File: config.mk
export PLATFORM = sky130hd
export DESIGN_NAME = serial_addsub_ctrl
export DESIGN_NICKNAME = d
export VERILOG_FILES = /design/src/rtl/addsub_pkg.sv /design/src/rtl/nibble_addsub.sv /design/src/rtl/serial_addsub_ctrl.sv
export SDC_FILE = /design/constraint.sdc
export NUM_CORES = 1
export LEC_CHECK = 0
export BUFFER_PORTS_ARGS = -buffer_cell sky130_fd_sc_hd__buf_2
export CAP_MARGIN = 5
export CORE_MARGIN = 1.5
export CORE_UTILIZATION = 37
export CTS_CLUSTER_DIAMETER = 100
export DETAILED_ROUTE_END_ITERATION = 8
export GPL_ROUTABILITY_DRIVEN = 0
export GPL_TIMING_DRIVEN = 0
export HOLD_SLACK_MARGIN = 0.02
export PLACE_DENSITY = 0.66
export SETUP_SLACK_MARGIN = 0.02
export SYNTH_ARGS = -nofsm -noshare
export SYNTH_HDL_FRONTEND = slang
export SYNTH_SLANG_ARGS = --single-unit
File: constraint.sdc
create_clock -name clk -period 3.9 [get_ports clk]
set_clock_uncertainty 0.2 [all_clocks]
set_input_delay 0.195 -clock clk [delete_from_list [all_inputs] [get_ports clk]]
set_output_delay 0.195 -clock clk [all_outputs]
set_load 0.01 [all_outputs]
File: src/rtl/addsub_pkg.sv
// Shared types and helpers for the nibble-serial add/sub controller.
// Holds the FSM state encoding and nibble sizing.
package addsub_pkg;

  typedef enum logic [1:0] {
    IDLE = 2'd0,
    RUN  = 2'd1,
    DONE = 2'd2
  } state_t;

  localparam int NIBBLE_W = 4;

  function automatic int nib_count(input int width);
    return width / NIBBLE_W;
  endfunction

endpackage

File: src/rtl/nibble_addsub.sv
// Combinational 4-bit ripple add/sub slice; B is inverted when sub is set.
// c3 is the carry into bit 3, used by the caller for signed overflow.
module nibble_addsub (
  input  logic [3:0] a,
  input  logic [3:0] b,
  input  logic       sub,
  input  logic       cin,
  output logic [3:0] sum,
  output logic       cout,
  output logic       c3
);

  logic [3:0] bx;
  logic [4:0] c;

  assign bx = b ^ {4{sub}};

  always_comb begin
    c    = '0;
    sum  = '0;
    c[0] = cin;
    for (int i = 0; i < 4; i++) begin
      sum[i]   = a[i] ^ bx[i] ^ c[i];
      c[i + 1] = (a[i] & bx[i]) | (c[i] & (a[i] ^ bx[i]));
    end
  end

  assign cout = c[4];
  assign c3   = c[3];

endmodule

File: src/rtl/serial_addsub_ctrl.sv
// WIDTH-bit add/sub sequenced one nibble per cycle through a single slice.
// Define ADDSUB_OVF_EN to add the registered signed-overflow output ovf.
module serial_addsub_ctrl
  import addsub_pkg::*;
#(
  parameter int WIDTH = 16
) (
  input  logic             clk,
  input  logic             rst_n,
  input  logic             in_valid,
  output logic             in_ready,
  input  logic             op_sub,
  input  logic [WIDTH-1:0] a,
  input  logic [WIDTH-1:0] b,
  output logic             out_valid,
  input  logic             out_ready,
  output logic [WIDTH-1:0] result,
  output logic             cout
`ifdef ADDSUB_OVF_EN
  ,
  output logic             ovf
`endif
);

  localparam int NIB = nib_count(WIDTH);
  localparam int CW  = (NIB > 1) ? $clog2(NIB) : 1;
  localparam logic [CW-1:0] LAST = CW'(NIB - 1);

  state_t           state_q;
  state_t           state_d;
  logic [WIDTH-1:0] a_q;
  logic [WIDTH-1:0] b_q;
  logic [WIDTH-1:0] result_q;
  logic             sub_q;
  logic             carry_q;
  logic             cout_q;
  logic [CW-1:0]    cnt_q;
  logic [CW+1:0]    base;
  logic             accept;
  logic             last;
  logic [3:0]       a_nib;
  logic [3:0]       b_nib;
  logic [3:0]       s_sum;
  logic             s_cout;
  logic             s_c3;

  assign in_ready  = (state_q == IDLE);
  assign out_valid = (state_q == DONE);
  assign accept    = in_valid & in_ready;
  assign last      = (cnt_q == LAST);
  assign base      = {cnt_q, 2'b00};
  assign a_nib     = a_q[base +: 4];
  assign b_nib     = b_q[base +: 4];
  assign result    = result_q;
  assign cout      = cout_q;

  nibble_addsub u_slice (
    .a    (a_nib),
    .b    (b_nib),
    .sub  (sub_q),
    .cin  (carry_q),
    .sum  (s_sum),
    .cout (s_cout),
    .c3   (s_c3)
  );

  always_ff @(posedge clk or negedge rst_n) begin
    if (!rst_n) state_q <= IDLE;
    else        state_q <= state_d;
  end

  always_comb begin
    state_d = state_q;
    unique case (state_q)
      IDLE:    if (in_valid)  state_d = RUN;
      RUN:     if (last)      state_d = DONE;
      DONE:    if (out_ready) state_d = IDLE;
      default: state_d = IDLE;
    endcase
  end

  always_ff @(posedge clk or negedge rst_n) begin
    if (!rst_n) begin
      a_q      <= '0;
      b_q      <= '0;
      sub_q    <= 1'b0;
      carry_q  <= 1'b0;
      cnt_q    <= '0;
      result_q <= '0;
      cout_q   <= 1'b0;
    end else if (accept) begin
      a_q     <= a;
      b_q     <= b;
      sub_q   <= op_sub;
      carry_q <= op_sub;
      cnt_q   <= '0;
    end else if (state_q == RUN) begin
      result_q[base +: 4] <= s_sum;
      carry_q             <= s_cout;
      cnt_q               <= cnt_q + 1'b1;
      if (last) cout_q <= s_cout;
    end
  end

`ifdef ADDSUB_OVF_EN
  logic ovf_q;

  // Overflow is the MSB slice's carry-in to bit 3 disagreeing with its carry-out.
  always_ff @(posedge clk or negedge rst_n) begin
    if (!rst_n)                        ovf_q <= 1'b0;
    else if (state_q == RUN && last)   ovf_q <= s_c3 ^ s_cout;
  end

  assign ovf = ovf_q;
`else
  logic unused_c3;
  assign unused_c3 = s_c3;
`endif

endmodule

==> results of run 1 <==
[synth_stat cells, types with 3 or more instances]
| master | number |
|---|---|
| and3b_1 | 4 |
| nor4b_1 | 3 |
| xnor2_1 | 3 |
| buf_6 | 4 |
| mux2_2 | 42 |
| o32ai_1 | 8 |
| inv_1 | 17 |
| mux4_1 | 5 |
| ha_1 | 6 |
| buf_2 | 4 |
| dfrtp_1 | 55 |
| fa_1 | 4 |
| mux4_2 | 3 |
| and4bb_2 | 3 |
[worst max path at each step]
stage                     cells after the start     start        end
after floorplan                               9  cnt_q[0]  result[7]
after global placement                        9  cnt_q[0]  result[7]
after detailed placement                      9  cnt_q[0]  result[7]
after CTS                                     9  cnt_q[0]  result[7]
after global routing                         10  cnt_q[1]  result[7]
final                                         9  cnt_q[0]  result[7]
[sequential cells by signal, summed over array words and instances, names as in the netlist]
name / cells
carry_q: 1
a_q: 16
sub_q: 1
result: 16
state_q: 2
cout: 1
b_q: 16
cnt_q: 2
[critical path, stage by stage (launching register included)]
cell	delay (ns)
dfrtp_2	0.44
mux4_1	0.59
xor2_1	0.19
fa_1	0.19
inv_1	0.05
fa_1	0.37
fa_1	0.39
fa_1	0.65
and4bb_2	0.27
mux2_2	0.26
[layout make-up]
cell class	count	area, um^2	share of cell area (%)
multi-input cells	100	1170	32.8
flip-flops and latches	55	1380	38.5
repair buffers	91	646	18.0
inverters	17	63.8	1.78
well taps	96	120	3.35
plain buffers	13	87.6	2.45
clock buffers	5	68.8	1.92
clock inverters	3	43.8	1.22
[layer usage]
layer | vias up | wire, um
met3 | 5 | 168
met2 | 42 | 2780
met4 | 0 | 74
met1 | 894 | 2540
met5 | - | 0
li1 | 867 | -
[metrics by stage]
stage | worst slack [ns] | std cells | instance area, um^2
2_1_floorplan | 0.450 | 185 | 2700
3_3_place_gp | 0.178 | 336 | 3100
3_5_place_dp | 0.143 | 336 | 3100
4_1_cts | 0.128 | 379 | 3560
5_1_grt | 0.0456 | 380 | 3580
6_report | 0.199 | 380 | 3580
[power by group]
| group | internal (mW) | switching, mW | total, mW |
|---|---|---|---|
| clock | 0.192 | 0.192 | 0.384 |
| combinational | 0.893 | 0.865 | 1.76 |
| sequential | 0.835 | 0.133 | 0.967 |
| total | 1.92 | 1.19 | 3.11 |
[kinds of logic (layout without fill, tap and decap cells)]
family	Yosys count	count (layout)	share of synthesized area, %
AO/OA/AOI/OAI	13	13	3.98
AND/OR/NAND/NOR	22	22	7.18
flip-flops	55	55	50.9
buffers and inverters	30	129	5.60
adder cells (fa/ha/maj)	10	10	5.74
multiplexers	51	51	25.2
XOR/XNOR	4	4	1.30
[repair_timing]
item                       4_1_cts  5_1_grt
gates resized for setup          0        1
setup endpoints to repair        0        1
hold buffers                    35        0
hold endpoints to repair        90        0
==> impl_results.md, run 1 <==
- Status: finished clean
- Largest net degree at the start of global routing: 56
- Relative slew slack: 73.1%
- Root buf cell: clkbuf_8
- WL/cell: between 10 and 15 um
- Asr flop ratio synth: between 90% and 100%
- Clock sinks: 55
- Vias: 1808
- Initial DRC Count: 98
- Initial antenna violation count: 0
- Commonest non-fill, non-tap cell in the layout: buf_2
- GRT overflow: 0
- TritonCTS Buffers: 5
- GR Layer Usage met3: roughly 3%
- Starting density of the core: 38.9%
- Layout Utilization: slightly above 50%
- Req. time, crit path: 3.91 ns
- RSZ-0062 raised after global routing: no
- Mapped cell area: 2700 um^2
- # H-tree levels: 2
- Slew @ Worst Pin: ~0.40 ns
- TNS Setup: 0 ns
- Yosys top cell area share: around 50%
- GRT met2 Usage: between 20% and 30%
- Worst-path clk slew: 0.10 ns
- Core Rows: 30
- Final hold violation count: 0
- First-pass GRT wire length: between 9000 and 10000 um
- Syn-to-layout area delta: 32.6%
- Die area: ~8000 um^2
- Fin crit share: 94.9%
- Total GRT Usage: ~16%
- # diodes: 0
- Busiest grt layer: met2
- Remaining DRCs: 0
- Fmax: roughly 270 MHz
- VDD IR max: approximately 0.00047 V
- Power per Cell Area: about 870 nW/um^2
- Core area: about 7000 um^2
- Total power: 3.11 mW
- Area leader, netlist: dfrtp_1
- Fillers: 633
- Top cells by area, synth: dfrtp_1 (51%), mux2_2 (18%), mux4_1 (4.9%)
- Top_reg_cell synth: dfrtp_1
- DR pass1 iterations: 4
- Synth Register Bits: 55
- Die W: 88.4 um
- Mapped Cells: about 190
- Yosys Warn Count: 0
- R2R cell count: 9
- CTS tree: done
- Max_cap viols: 0
- Clock Latency Late Sink: 0.31 ns
- Setup bufs post-CTS: 0
- Hold Slack: roughly 0.11 ns
- Routed WL: roughly 5600 um
- Max Buffers Root-to-Sink: 2
- # IOs: 56
- Post-DR vias/cell: approximately 4.8
- Element type at the critical path start: flop
- Crit end category: flop
- Final setup fails: 0
- Fin. max-slew vios: 0
- EDFF count, synth: 0
- Port bufs: 55
- Post-route ant nets: 0
- Critical setup path kind: flop to flop
- R2R Setup Slk: around 0.2 ns
- Number of distinct library cells after synthesis: 31
- Worst reg2reg endpoint: result[7]
- Tmin final: roughly 3.7 ns
- Worst R2R Start: cnt_q[0]
- Worst Hold Class: input pin to asynchronous set/reset pin
- Vias in the first global route: 1889
- Most frequent cells in the layout: buf_2 (59), dfrtp_1 (54), mux2_2 (42), dlygate4sd3_1 (35), inv_1 (17)
- Crit-path max FO: 5
- Arrival time at the worst endpoint: between 3 and 4 ns
- Post-Syn Area per Cell: roughly 15 um^2
- Die Span Y: approximately 90 um
- Final nets: 330
- Syn nets: 232
- Register area share after synthesis: between 50% and 60%
- HPWL after DPL: roughly 3800 um
- LEAKAGE: approximately 1.7 nW
- Proportion of layout cells with a drive suffix above 1: 43.0%
- GRT met1 Usage: about a fifth
Power figures use the tool's default switching activity.
==> run 2: changes to the inputs <==
Settings changed: ABC_AREA from default to 1, ABC_CLOCK_PERIOD_IN_PS from default to 3900.
==> run 2 against run 1 <==
Design area unchanged. Maximum frequency up 2.4%. Sequential share of layout area about the same. Sequential cell count unchanged. Critical path depth up 4. First-iteration DRC count up 28%. Synthesized area about the same. Critical endpoint unchanged. Largest power group unchanged.
==> impl_results.md, run 2 <==
- Top cells by area, synth: dfrtp_1 (51%), nand2_1 (24%), nand3_1 (5.2%)
- Final hold violation count: 0 (unchanged)
- Core Rows: 30 (unchanged)
- Syn nets: 379 (+63%)
- Mapped cell area: 2700 um^2 (about the same)
- Slew @ Worst Pin: 0.704 ns (+0.300 ns)
- Switching pwr: 1.29 mW (+8.4%)
- Port bufs: 55 (unchanged)
- VDD IR max: 0.000322 V (-32%)
- TritonCTS Buffers: 5 (unchanged)
- Hold path depth: 4
- Post-Syn Area per Cell: 8.13 um^2 (-44%)
- Worst-path clk slew: 0.10 ns (about the same)
- Layout Utilization: 51.8% (+0.28 points)
- # H-tree levels: 2 (unchanged)
- Asr flop ratio synth: 100% (unchanged)
- Area of the multi-input gates: 1180 um^2 (+0.21%)
- Syn-to-layout area delta: 32.6% (about the same)
- Remaining DRCs: 0 (unchanged)
- Core area: 6910 um^2 (-0.54%)
- Non-filler instance count after layout: 526 (+38%)
- Final nets: 476 (+44%)
- Status: finished clean
- # IOs: 56 (unchanged)
- Starting density of the core: 39.1% (+0.19 points)
- Most frequent cell after synthesis: nand2_1
- Clock sinks: 55 (unchanged)
- Post-route ant nets: 0 (unchanged)
- Register area share after synthesis: 51.0% (about the same)
- Seq pwr share: 32.5% (+1.4 points)
- Commonest non-fill, non-tap cell in the layout: nand2_1
- Initial DRC Count: 125 (+28%)
- Fin crit share: 92.7% (-2.2 points)
- Fin. max-slew vios: 0 (unchanged)
- Fillers: 692 (+9.3%)
- Power per Cell Area: 820 nW/um^2 (-5.6%)
- # diodes: 0 (unchanged)
- Vias in the first global route: 2387 (+26%)
- Mapped Cells: 332 (+79%)
- RSZ-0062 raised after global routing: no
- GRT overflow: 0 (unchanged)
- Arrival time at the worst endpoint: 3.66 ns (-0.05 ns)
- Sw Share: 43.9% (+5.7 points)
- Max Buffers Root-to-Sink: 2 (unchanged)
- Synth Register Bits: 55 (unchanged)
- Synth top cells by count: nand2_1 (174), dfrtp_1 (55), nand3_1 (28)
- R2R cell count: 13 (+4)
- Top_reg_cell synth: dfrtp_1
- Largest net degree at the start of global routing: 56 (unchanged)
- Internal: 1.64 mW (-14%)
- Proportion of layout cells with a drive suffix above 1: 19.5% (-23 points)
- WL/cell: 12.1 um (-17%)
- Die W: 88.4 um (about the same)
- Relative slew slack: 53.1% (-20 points)
- Routed WL: 6370 um (+15%)
- Die area: 7820 um^2 (about the same)
- Vias: 2409 (+33%)
- Logic pwr share: 52.3% (-4.2 points)
- Tmin final: 3.62 ns (-0.0856 ns)
- Initial antenna violation count: 0 (unchanged)
- Critical setup path kind: flop to flop
- LEAKAGE: 1.88 nW (+13%)
- Total power: 2.93 mW (-5.6%)
- TNS Setup: 0 ns (unchanged)
- Final setup fails: 0 (unchanged)
- Register area: 1380 um^2 (about the same)
- Yosys Warn Count: 0 (unchanged)
- Element type at the critical path start: flop
- HPWL after DPL: 4460 um (+17%)
- Crit end category: flop
- Placed insts: 483 (+44%)
- Yosys top cell area share: 51.0% (about the same)
- Fmax: 277 MHz (+2.4%)
- DR pass1 iterations: 4 (unchanged)
- Max_cap viols: 0 (unchanged)
- Clock Latency Late Sink: 0.31 ns (about the same)
- Req. time, crit path: 3.94 ns (+0.03 ns)
- Total GRT Usage: 17.6% (+2.1 points)
- Die Span Y: 88.4 um (about the same)
- EDFF count, synth: 0 (unchanged)
- Clk pwr share: 15.2% (+2.9 points)
- Crit-path max FO: 11 (+6)
- Hold Slack: 0.0249 ns (-0.0900 ns)
- Area leader, netlist: dfrtp_1
- CTS tree: done
- Most frequent cells in the layout: nand2_1 (174), buf_2 (56), dfrtp_1 (55), dlygate4sd3_1 (35), nand3_1 (28)
- Worst Hold Class: input pin to flop
- First-pass GRT wire length: 10700 um (+17%)
- Root buf cell: clkbuf_8
- Post-DR vias/cell: 4.58 (-3.7%)
- Number of distinct library cells after synthesis: 21 (-32%)
## run 2: cell type report
type	count	share of cell area, %
flip-flops and latches	55	38.4
multi-input cells	254	32.8
repair buffers	90	17.5
well taps	96	3.35
plain buffers	12	2.80
clock buffers	6	2.03
clock inverters	2	1.68
inverters	11	1.33
## run 2: what timing repair did
item | 4_1_cts | 5_1_grt
endpoints found under the hold margin | 90 | 0
gates resized for setup | 0 | 0
buffers inserted | 0 | 0
hold buffers | 35 | 0
## run 2: per-layer routing
metal | up-vias | GRT usage, % | part of all wire [%]
met5 | - | 0 | 0
met4 | 0 | 4.26 | 0.94
met3 | 8 | 3.54 | 3.8
met2 | 46 | 30.2 | 48
met1 | 1118 | 22.9 | 47
li1 | 1237 | - | -
## run 2: final timing paths
kind | from | to | slack [ns]
max | cnt_q[1] | result[7] | 0.28
max in group asynchronous | rst_n | state_q[0] | 2.75
min reg2reg | b_q[11] | b_q[11] | 0.28
min | in_valid | a_q[8] | 0.02
max reg2reg | cnt_q[1] | result[7] | 0.28
min in group asynchronous | rst_n | result[7] | 0.25
## run 2: cell families (layout without fill, tap and decap cells)
kind of cell    after synthesis  after routing  share of synthesized area, %
compound gates               23             23                          4.40
fa+ha+maj                    10             10                          5.75
buf+inv                      23            121                          5.47
flops                        55             55                          51.0
simple gates                221            221                          33.4
## run 2: worst max-delay path: stages (launching register included)
cell      delay (ns)
dfrtp_1         0.40
buf_4           0.20
clkinv_1        0.33
nand3_1         0.24
nand3_1         0.10
nand2_1         0.09
fa_1            0.16
inv_1           0.05
fa_1            0.38
fa_1            0.39
fa_1            0.47
nor2_1          0.24
nand3_1         0.11
o21ai_0         0.18
## run 2: power by group through the flow
stage,clock network (mW),logic [mW],registers (mW)
2_1_floorplan,0,1.09,0.952
3_3_place_gp,0,1.46,0.960
3_5_place_dp,0,1.51,0.963
4_1_cts,0.452,1.54,0.955
5_1_grt,0.470,1.75,0.986
6_report,0.445,1.53,0.955
## run 2: per-stage QoR
stage / area [um^2] / worst slack, ns
after global routing: 3580 / 0.0258
after global placement: 3100 / 0.396
final: 3580 / 0.285
after floorplan: 2700 / 0.826
after CTS: 3580 / 0.294
after detailed placement: 3100 / 0.318
==> run 3: changes to the inputs <==
Settings changed: CORE_UTILIZATION 37 to 54, PLACE_DENSITY 0.66 to 0.87.
==> run 3 against run 2 <==
Non-clock buffer count rose by 1. Register-to-register slack better by 0.12 ns. Sequential share of layout area grew 0.73 points. Cell count fell by 5.3%. Design area down 1.9%. Global-route usage up 7.2 points. Worst hold slack gained 0.032 ns. Sequential cell count is the same.
==> impl_results.md, run 3 (same netlist as run 2, synthesis figures left out) <==
- Hold path depth: 4 (unchanged)
- Max Buffers Root-to-Sink: 2 (unchanged)
- Fmax: 286 MHz (+3.4%)
- Initial DRC Count: 200 (+60%)
- Arrival time at the worst endpoint: 3.53 ns (-0.13 ns)
- TNS Setup: 0 ns (unchanged)
- Power per Cell Area: 796 nW/um^2 (-2.9%)
- Vias: 2477 (+2.8%)
- R2R cell count: 12 (-1)
- GRT overflow: 0 (unchanged)
- Fin crit share: 89.7% (-3.0 points)
- Delay-heaviest family, CP: adder cells
- Critical-path cell list: buf_4 -> buf_2 -> o21ai_0 -> o22ai_1 -> fa_1 -> inv_1 -> fa_1 -> fa_1 -> fa_1 -> nor2_1 -> nand3_1 -> o21ai_0
- Placed insts: 454 (-6.0%)
- Most frequent cells in the layout: nand2_1 (174), buf_2 (57), dfrtp_1 (55), dlygate4sd3_1 (35), nand3_1 (28)
- Worst Path Buf+Inv: 3 (unchanged)
- Routed WL: 6140 um (-3.6%)
- HPWL after DPL: 4110 um (-7.8%)
- Placed inst area: 3060 um^2 (-1.2%)
- Status: finished clean
- # H-tree levels: 2 (unchanged)
- Die W: 73.7 um (-17%)
- Proportion of layout cells with a drive suffix above 1: 19.7% (+0.19 points)
- Syn-to-layout area delta: 30.2%
- Setup bufs post-CTS: 0 (unchanged)
- Critical setup path kind: flop to flop
- Worst Hold Class: input pin to flop
- Crit end category: flop
- Remaining DRCs: 0 (unchanged)
- Port bufs: 55 (unchanged)
- Final hold violation count: 0 (unchanged)
- Commonest non-fill, non-tap cell in the layout: nand2_1
- Crit path from: cnt_q[0]
- Core area: 4750 um^2 (-31%)
- # diodes: 0 (unchanged)
- Initial antenna violation count: 0 (unchanged)
- Dpl ws: 0.360 ns (+0.0414 ns)
- Final setup fails: 0 (unchanged)
- VDD IR max: 0.000391 V (+21%)
- Req. time, crit path: 3.93 ns (about the same)
- R2R Setup Slk: 0.40 ns (+0.12 ns)
- Hold Path Sink: a_q[6]
- LEAKAGE: 1.87 nW (-0.83%)
- Largest net degree at the start of global routing: 56 (unchanged)
- GR Layer Usage met3: 4.80% (+1.3 points)
- Slowest stage cell, crit path: fa_1
- Worst reg2reg endpoint: result[7]
- CTS tree: done
- Busiest grt layer: met2
- Post-DR vias/cell: 4.97 (+8.6%)
- Crit-path max FO: 10 (-1)
- Post-route ant nets: 0 (unchanged)
- Starting density of the core: 56.8% (+18 points)
- Worst-path clk slew: 0.09 ns (about the same)
- Worst R2R Start: cnt_q[0]
- Clock Latency Late Sink: 0.30 ns (about the same)
- Element type at the critical path start: flop
- GRT met2 Usage: 41.5% (+11 points)
- Fin. max-slew vios: 0 (unchanged)
- Hold Startpoint: in_valid
- TritonCTS Buffers: 5 (unchanged)
- Total GRT Usage: 24.8% (+7.2 points)
- RSZ-0062 raised after global routing: no
- Die Span Y: 73.7 um (-17%)
- DR pass1 iterations: 4 (unchanged)
- Clock sinks: 55 (unchanged)
- Most frequent cell on the critical path: fa_1
- Hold Slack: 0.0572 ns (+0.0324 ns)
- Final nets: 477 (+0.21%)
- Relative slew slack: 71.8% (+19 points)
- # IOs: 56 (unchanged)
- CP max stage delay: 0.48 ns (about the same)
- GRT met1 Usage: 32.4% (+9.5 points)
- Slew @ Worst Pin: 0.419 ns (-0.285 ns)
- Final Cell Area: 3510 um^2 (-1.9%)
- Final worst setup slack: 0.402 ns (+0.118 ns)
- Die area: 5430 um^2 (-31%)
- Max_cap viols: 0 (unchanged)
- WL/cell: 12.3 um (+1.8%)
- First-pass GRT wire length: 10100 um (-5.9%)
- Vias in the first global route: 2272 (-4.8%)
- Core Rows: 25 (-17%)
- Tmin final: 3.50 ns (-0.118 ns)
- Non-filler instance count after layout: 498 (-5.3%)
- Root buf cell: clkbuf_8
run 3: cell types whose count changed in the layout (fill, tap and decap cells not counted):
cell | before | now
bufinv_16 | 2 | 0
clkbuf_1 | 1 | 2
clkinv_2 | 1 | 2
clkinvlp_4 | 0 | 1
buf_2 | 56 | 57
buf_12 | 0 | 1
clkinv_1 | 1 | 0
buf_4 | 7 | 6
run 3: area by class of cell:
class | count | area, um^2
plain buffers | 12 | 100
clock buffers | 7 | 76.3
clock inverters | 1 | 5.00
fillers | 351 | 1240
inverters | 11 | 51.3
multi-input cells | 254 | 1180
flip-flops and latches | 55 | 1380
well taps | 67 | 83.8
repair buffers | 91 | 646
run 3: worst reg2reg max path, stage by stage (launching register included):
cell and delay (ns):
dfrtp_1 0.42, buf_4 0.20, buf_2 0.25, o21ai_0 0.12, o22ai_1 0.24, fa_1 0.21, inv_1 0.05, fa_1 0.37
fa_1 0.39, fa_1 0.48, nor2_1 0.23, nand3_1 0.10, o21ai_0 0.18
run 3: what timing repair did:
item | 4_1_cts | 5_1_grt
endpoints found under the setup margin | 0 | 1
hold buffers | 35 | 0
resized for setup | 0 | 1
hold endpoints to repair | 90 | 0
run 3: stage by stage:
stage	utilization, %	power [mW]
after CTS	73.4	2.79
after global placement	64.3	2.38
after floorplan	-	2.04
after detailed placement	64.3	2.46
after global routing	73.9	3.07
final	73.9	2.80
run 3: how the worst max path moves through the flow:
stage	to	slack, ns	cells past startpoint
2_1_floorplan	result[7]	0.83	13
3_3_place_gp	result[7]	0.46	13
3_5_place_dp	result[7]	0.36	13
4_1_cts	result[7]	0.31	13
5_1_grt	result[7]	0.14	12
6_report	result[7]	0.40	12
run 3: routing by layer:
| layer | vias to the layer above | wire, um |
|---|---|---|
| met3 | 9 | 306 |
| met2 | 74 | 3150 |
| met5 | - | 0 |
| li1 | 1234 | - |
| met4 | 0 | 80 |
| met1 | 1160 | 2600 |
run 3: power by group:
part | total [mW] | switching, mW | leakage (nW) | internal [mW]
Clock | 0.300 | 0.174 | 0.0422 | 0.126
Sequential | 0.957 | 0.151 | 0.704 | 0.806
Combinational | 1.54 | 0.949 | 1.12 | 0.590
Total | 2.80 | 1.27 | 1.87 | 1.52
